`src/rtl/calc_ctrl_pkg.sv`:
```
// Shared constants and state encoding for the calculator control FSM.
package calc_ctrl_pkg;

  localparam int unsigned KEY_LEN = 4;
  localparam logic [KEY_LEN-1:0] KEY = 4'b1010;  // first bit received is KEY[3]

  typedef enum logic [3:0] {
    StIdle,
    StK1,
    StK10,
    StK101,
    StMode,
    StSample,
    StMem,
    StTx,
    StDone
  } state_t;

endpackage

```
`src/rtl/calc_controller.sv`:
```
// Main calculator control FSM: serial key unlock, mode latch, and sequencing of
// sample / memory / transmit strobes. Outputs are decoded from the state register.
module calc_controller
  import calc_ctrl_pkg::*;
(
  input  logic clk,
  input  logic reset,
  input  logic inputKey,
  input  logic validCmd,
  input  logic RW,
  input  logic txDone,
  output logic active,
  output logic mode,
  output logic AccessMem,
  output logic RWMem,
  output logic SampleData,
  output logic TxData,
  output logic Busy
);

  state_t state_q;
  logic   mode_q;

  always_ff @(posedge clk or posedge reset) begin
    if (reset) begin
      state_q <= StIdle;
      mode_q  <= 1'b0;
    end else begin
      unique case (state_q)
        StIdle:   state_q <= (validCmd && inputKey == KEY[3]) ? StK1 : StIdle;
        // A mismatching key bit is discarded; no overlap reuse.
        StK1:     state_q <= (validCmd && inputKey == KEY[2]) ? StK10 : StIdle;
        StK10:    state_q <= (validCmd && inputKey == KEY[1]) ? StK101 : StIdle;
        StK101:   state_q <= (validCmd && inputKey == KEY[0]) ? StMode : StIdle;
        StMode: begin
          if (validCmd) begin
            mode_q  <= inputKey;
            state_q <= StSample;
          end else begin
            state_q <= StIdle;
          end
        end
        StSample: state_q <= mode_q ? StMem : StTx;
        StMem:    state_q <= RW ? StDone : StTx;
        StTx:     state_q <= txDone ? StDone : StTx;
        StDone:   state_q <= validCmd ? StDone : StIdle;
        default:  state_q <= StIdle;
      endcase
    end
  end

  always_comb begin
    active     = 1'b0;
    AccessMem  = 1'b0;
    RWMem      = 1'b0;
    SampleData = 1'b0;
    TxData     = 1'b0;
    Busy       = 1'b0;
    unique case (state_q)
      StSample: begin
        active     = 1'b1;
        SampleData = 1'b1;
        Busy       = 1'b1;
      end
      StMem: begin
        active    = 1'b1;
        AccessMem = 1'b1;
        RWMem     = RW;
        Busy      = 1'b1;
      end
      StTx: begin
        active = 1'b1;
        TxData = 1'b1;
        Busy   = 1'b1;
      end
      StDone:  active = 1'b1;
      default: ;
    endcase
  end

  assign mode = mode_q;

endmodule

```
`config.mk`:
```
export PLATFORM = sky130hd
export DESIGN_NAME = calc_controller
export DESIGN_NICKNAME = d
export VERILOG_FILES = /design/src/rtl/calc_ctrl_pkg.sv /design/src/rtl/calc_controller.sv
export SDC_FILE = /design/constraint.sdc
export NUM_CORES = 1
export LEC_CHECK = 0
export ABC_CLOCK_PERIOD_IN_PS = 1600
export CAP_MARGIN = 20
export CORE_AREA = 2 2 39 41
export DETAILED_ROUTE_END_ITERATION = 6
export DIE_AREA = 0 0 41 43
export MAX_ROUTING_LAYER = met4
export PLACE_DENSITY_LB_ADDON = 0.25
export SYNTH_ARGS = -nofsm -noshare
export SYNTH_HDL_FRONTEND = slang
export SYNTH_SLANG_ARGS = --single-unit
```
`constraint.sdc`:
```
create_clock -name clk -period 1.6 [get_ports clk]
set_input_delay 0.16 -clock clk [delete_from_list [all_inputs] [get_ports clk]]
set_output_delay 0.16 -clock clk [all_outputs]
set_load 0.02 [all_outputs]
```
Word level (Yosys, flattened, before mapping)
Index checks and enable logic that the tools add are counted.

storage, ports and cells
  bits in registers = 5
  bits of input ports = 6
  logic and storage cells = 33

cells by class
  equality and inequality tests = 8
  muxes and demuxes = 16
  bitwise gates (word level) = 1
  reductions and logical operators = 6

operators with widths
  cell                                                                   number
  4-bit case mux with 9 select lines                                     1
  4-bit by 3-bit equality test with 1-bit output, second input constant  4
  4-bit 2-to-1 mux                                                       3
  4-bit by 2-bit equality test with 1-bit output, second input constant  2
  1-bit 2-to-1 mux                                                       8
  3-bit 2-to-1 mux                                                       2
  4-bit by 1-bit equality test with 1-bit output, second input constant  1
  4-bit equality test, second input constant                             1
  4-bit logical NOT                                                      1
  2-bit 2-to-1 mux                                                       2
  4-bit OR reduction                                                     1
  3-bit OR reduction                                                     1
  1-bit logical AND                                                      2
  2-bit AND reduction                                                    1
  1-bit NOT                                                              1

Depth between registers and ports, before layout
  depth after elaboration = 4
  gate-level depth with buffers = 4
  mapped depth without buffers = 3

Worst setup path before layout
OpenSTA, ideal clock, no wires.

  path kind = reg-to-output
  from = register state_q[3]
  to = output port RWMem
  data arrival time = 1.299 ns
  slack = 0.141 ns
  stages on the path, launching flop included = 4
  path buffers = 0
  cells stage by stage = dfrtp_1 > and2b_4 > nand2_1 > nor3b_1

between the ends
  cells in the longest elaborated chain, start to end = 2

ends and longest elaborated chain
  element                                         line                   text
  start, declared                                 calc_controller.sv:21  state_t state_q;
  start signal, assigned                          calc_controller.sv:26  state_q <= StIdle;
  start signal, assigned                          calc_controller.sv:30  StIdle: state_q <= (validCmd && inputKey == KEY[3]) ? StK1 : StIdle;
  start signal, assigned                          calc_controller.sv:32  StK1: state_q <= (validCmd && inputKey == KEY[2]) ? StK10 : StIdle;
  4-bit by 3-bit equality test with 1-bit output  calc_controller.sv:59  unique case (state_q)
  1-bit 2-to-1 mux                                calc_controller.sv:59
  end, declared                                   calc_controller.sv:15  output logic RWMem,

No other way between the ends.

Worst setup path in the final report
  from = register state_q[3]
  to = output port Busy

between the ends
  cells in the longest elaborated chain, start to end = 3

ends and longest elaborated chain
  element                                         line                   text
  4-bit by 3-bit equality test with 1-bit output  calc_controller.sv:59
  3-bit OR reduction (no line) (*)                n/a
  1-bit 2-to-1 mux (*)                            calc_controller.sv:59
  end, declared                                   calc_controller.sv:18  output logic Busy

Mark *: on every way between the ends. The rest lies on a longest branch, timed or not.

==> results.ini <==
[sta]
max_freq_ghz = 0.661
finalMaxSlewViolations = 0
fin_ws_ns = 0.0871
fin_crit_sh_pct = 94.6
rsz0062_at_grt = no
hold_viol_final = 0
relSlewSlack_pct = 75.5
hold_ws_ns = 0.117
finalSetupViolations = 0
worst_pin_slew_ns = 0.363
finClkSkew_ns = 0.00174
finalCriticalPeriod_ns = 1.51

[critical_path]
r2r_start = state_q[3]
path_buf_inv = 1
cp.required_ns = 1.44
setup.worst_path.class = reg2out
slowest_delay_ns = 0.40
end_kind = primary output
cp_top_family = flip-flops
crit_fanout = 5
start_kind = flop
crit_cells = 3
worstPathArrival_ns = 1.35
crit_chain = nand2b_1 -> nor2_1 -> clkdlybuf4s15_1
r2r-end = mode
r2r_slack_ns = 0.32
ff2ff_path_depth = 4
crit_path_top_delay_cell = dfrtp_1

[global_routing]
grt_pass1_wl_mm = 1.66
antenna_found_initial = 0
grt_max_degree = 9
grt_pass1_vias = 407
gr-total-overflow = 0
grt_use_total_pct = 14.3

[die]
coreArea_mm2 = 0.00138
pin_count = 13
fp.dieW_um = 41
rows = 14
die_height_um = 43
initial_core_util_pct = 28.8
die_area_mm2 = 0.00176

[pwr]
p_total_mw = 0.992
peakVddDrop_mv = 0.613
leakage_nw = 0.284
p_per_area_mw_per_mm2 = 1610

[yosys]
synth.net_count = 51
syn_avg_cell_area_um2 = 8.84
synth_cells = 45
yosys_register_bits = 5
syn_area_um2 = 398
yosysUniqueCellTypes = 28
yosysWarnings = 0
synth-seq-area-share_pct = 31.4

[routing]
drcViolationCount = 0
vias_per_cell = 4.87
drt-total-wl_mm = 1.04
initialDrtViolationCount = 9
wl_per_cell_um = 12.0
dr.pass1.iters = 4
via_count = 419
final_antenna_net_count = 0

[placement]
dp_hpwl_um = 814
place_ws_ns = -0.114
port_buffers = 12
gp_congestion = 0.831

[cts]
cts_inserted_buffers = 3
post_cts_buffers = 0
clk_pin_slew_ns = 0.05
root_buffer = clkbuf_4
postCtsHoldBufs = 0
cts_tree = done
cts-htree-levels = 1
cts.path.max_buffers = 2
numClockSinks = 5
clk_latency_ns = 0.24
ctsResizeCount = 17

[finish]
final_layout_size_suffix_gt1_share_pct = 37.1
nets = 77
register_area_um2 = 125
syn_to_final_growth_pct = 54.4
n_fill_cell = 151
multi_input_area_um2 = 245
antenna_cells = 0

[job]
max_cap_viol_count = 0

[min_path]
min-delay-path-class = in2async

[outcome]
status = complete, no violations

logic make-up (layout without fill, tap and decap cells):
logic type / count (synthesis) / count (layout) / share of synthesized area (%)
simple gates: 23 / 23 / 36.5
compound gates: 11 / 11 / 20.8
flops: 5 / 5 / 31.4
buf+inv: 5 / 30 / 7.55
mux: 1 / 1 / 3.77
synth_stat cells:
library cell / count / area, um2
a32oi_1: 2 / 17.5
nand2b_1: 2 / 12.5
o311ai_1: 1 / 8.76
nor2b_1: 4 / 25.0
nand2_2: 1 / 6.26
o22ai_1: 1 / 6.26
o2111ai_1: 1 / 8.76
nand2_1: 3 / 11.3
buf_4: 1 / 7.51
a221oi_1: 1 / 8.76
nor2_2: 1 / 6.26
buf_6: 1 / 11.3
a21o_1: 1 / 7.51
and2b_4: 1 / 10.0
nor3_1: 1 / 5.00
o211ai_1: 2 / 15.0
dfrtp_1: 5 / 125
nor2_1: 3 / 11.3
inv_1: 3 / 11.3
and2b_1: 1 / 7.51
nand3_2: 1 / 10.0
nand4_1: 1 / 6.26
o21ai_0: 1 / 5.00
a21oi_1: 1 / 5.00
nor4b_1: 1 / 8.76
mux2_4: 1 / 15.0
and2b_2: 2 / 17.5
nor3b_1: 1 / 7.51
cell type report:
cell class              count  share of cell area, %
well taps                  16                   3.26
multi-input cells          35                   39.9
clock buffers               4                   4.28
flip-flops and latches      5                   20.4
repair buffers             23                   30.3
inverters                   3                   1.83
metrics by stage:
step	TNS (ns)	area, um2	utilization, %	std cells
detailed placement	-0.347	602	43.5	82
CTS	0	611	44.1	86
global route	0	614	44.4	86
finish	0	614	44.4	86
floorplan	0	398	-	45
global placement	-0.257	602	43.5	82
where the power goes:
part	internal (mW)	total [mW]	leakage [nW]	switching, mW
clock network	0.0944	0.148	0.0150	0.0539
registers	0.176	0.251	0.0649	0.0756
logic	0.314	0.592	0.204	0.278
worst register-to-register path, delay by kind of cell, from the launching register on:
kind | cells | cell delay (ns)
DFF | 1 | 0.40
and+or+nand+nor | 2 | 0.34
muxes | 1 | 0.29
buffers and inverters | 1 | 0.14
worst max-delay path by stage:
stage | startpoint | endpoint | slack (ns)
floorplan | state_q[3] | RWMem | 0.14
global placement | state_q[3] | AccessMem | -0.09
detailed placement | state_q[3] | TxData | -0.11
CTS | state_q[3] | active | 0.007
global route | state_q[3] | RWMem | 0.006
finish | state_q[3] | Busy | 0.09
flip-flops by register name (all words and copies together), names as in the netlist:
signal	count
state_q	4
mode	1
metal layers:
metal | global-route usage (%) | vias up | part of all wire [%]
met5 | - | - | 0
met4 | 2.00 | 0 | 0
met3 | 6.28 | 0 | 5.3
met2 | 20.9 | 11 | 44
met1 | 18.4 | 194 | 51
li1 | - | 214 | -
placed cells by master (no fill, tap or decap), types with 2 or more instances in the layout:
| master | count |
|---|---|
| buf_4 | 13 |
| clkdlybuf4s50_1 | 6 |
| dfrtp_1 | 5 |
| nor2b_1 | 4 |
| inv_1 | 3 |
| nand2_1 | 3 |
| clkbuf_4 | 3 |
| nand2b_1 | 2 |
| nor2_2 | 2 |
| and2b_2 | 2 |
| nor2_1 | 2 |
| a32oi_1 | 2 |
| o211ai_1 | 2 |
No activity file was read; power rests on OpenSTA's default activity.
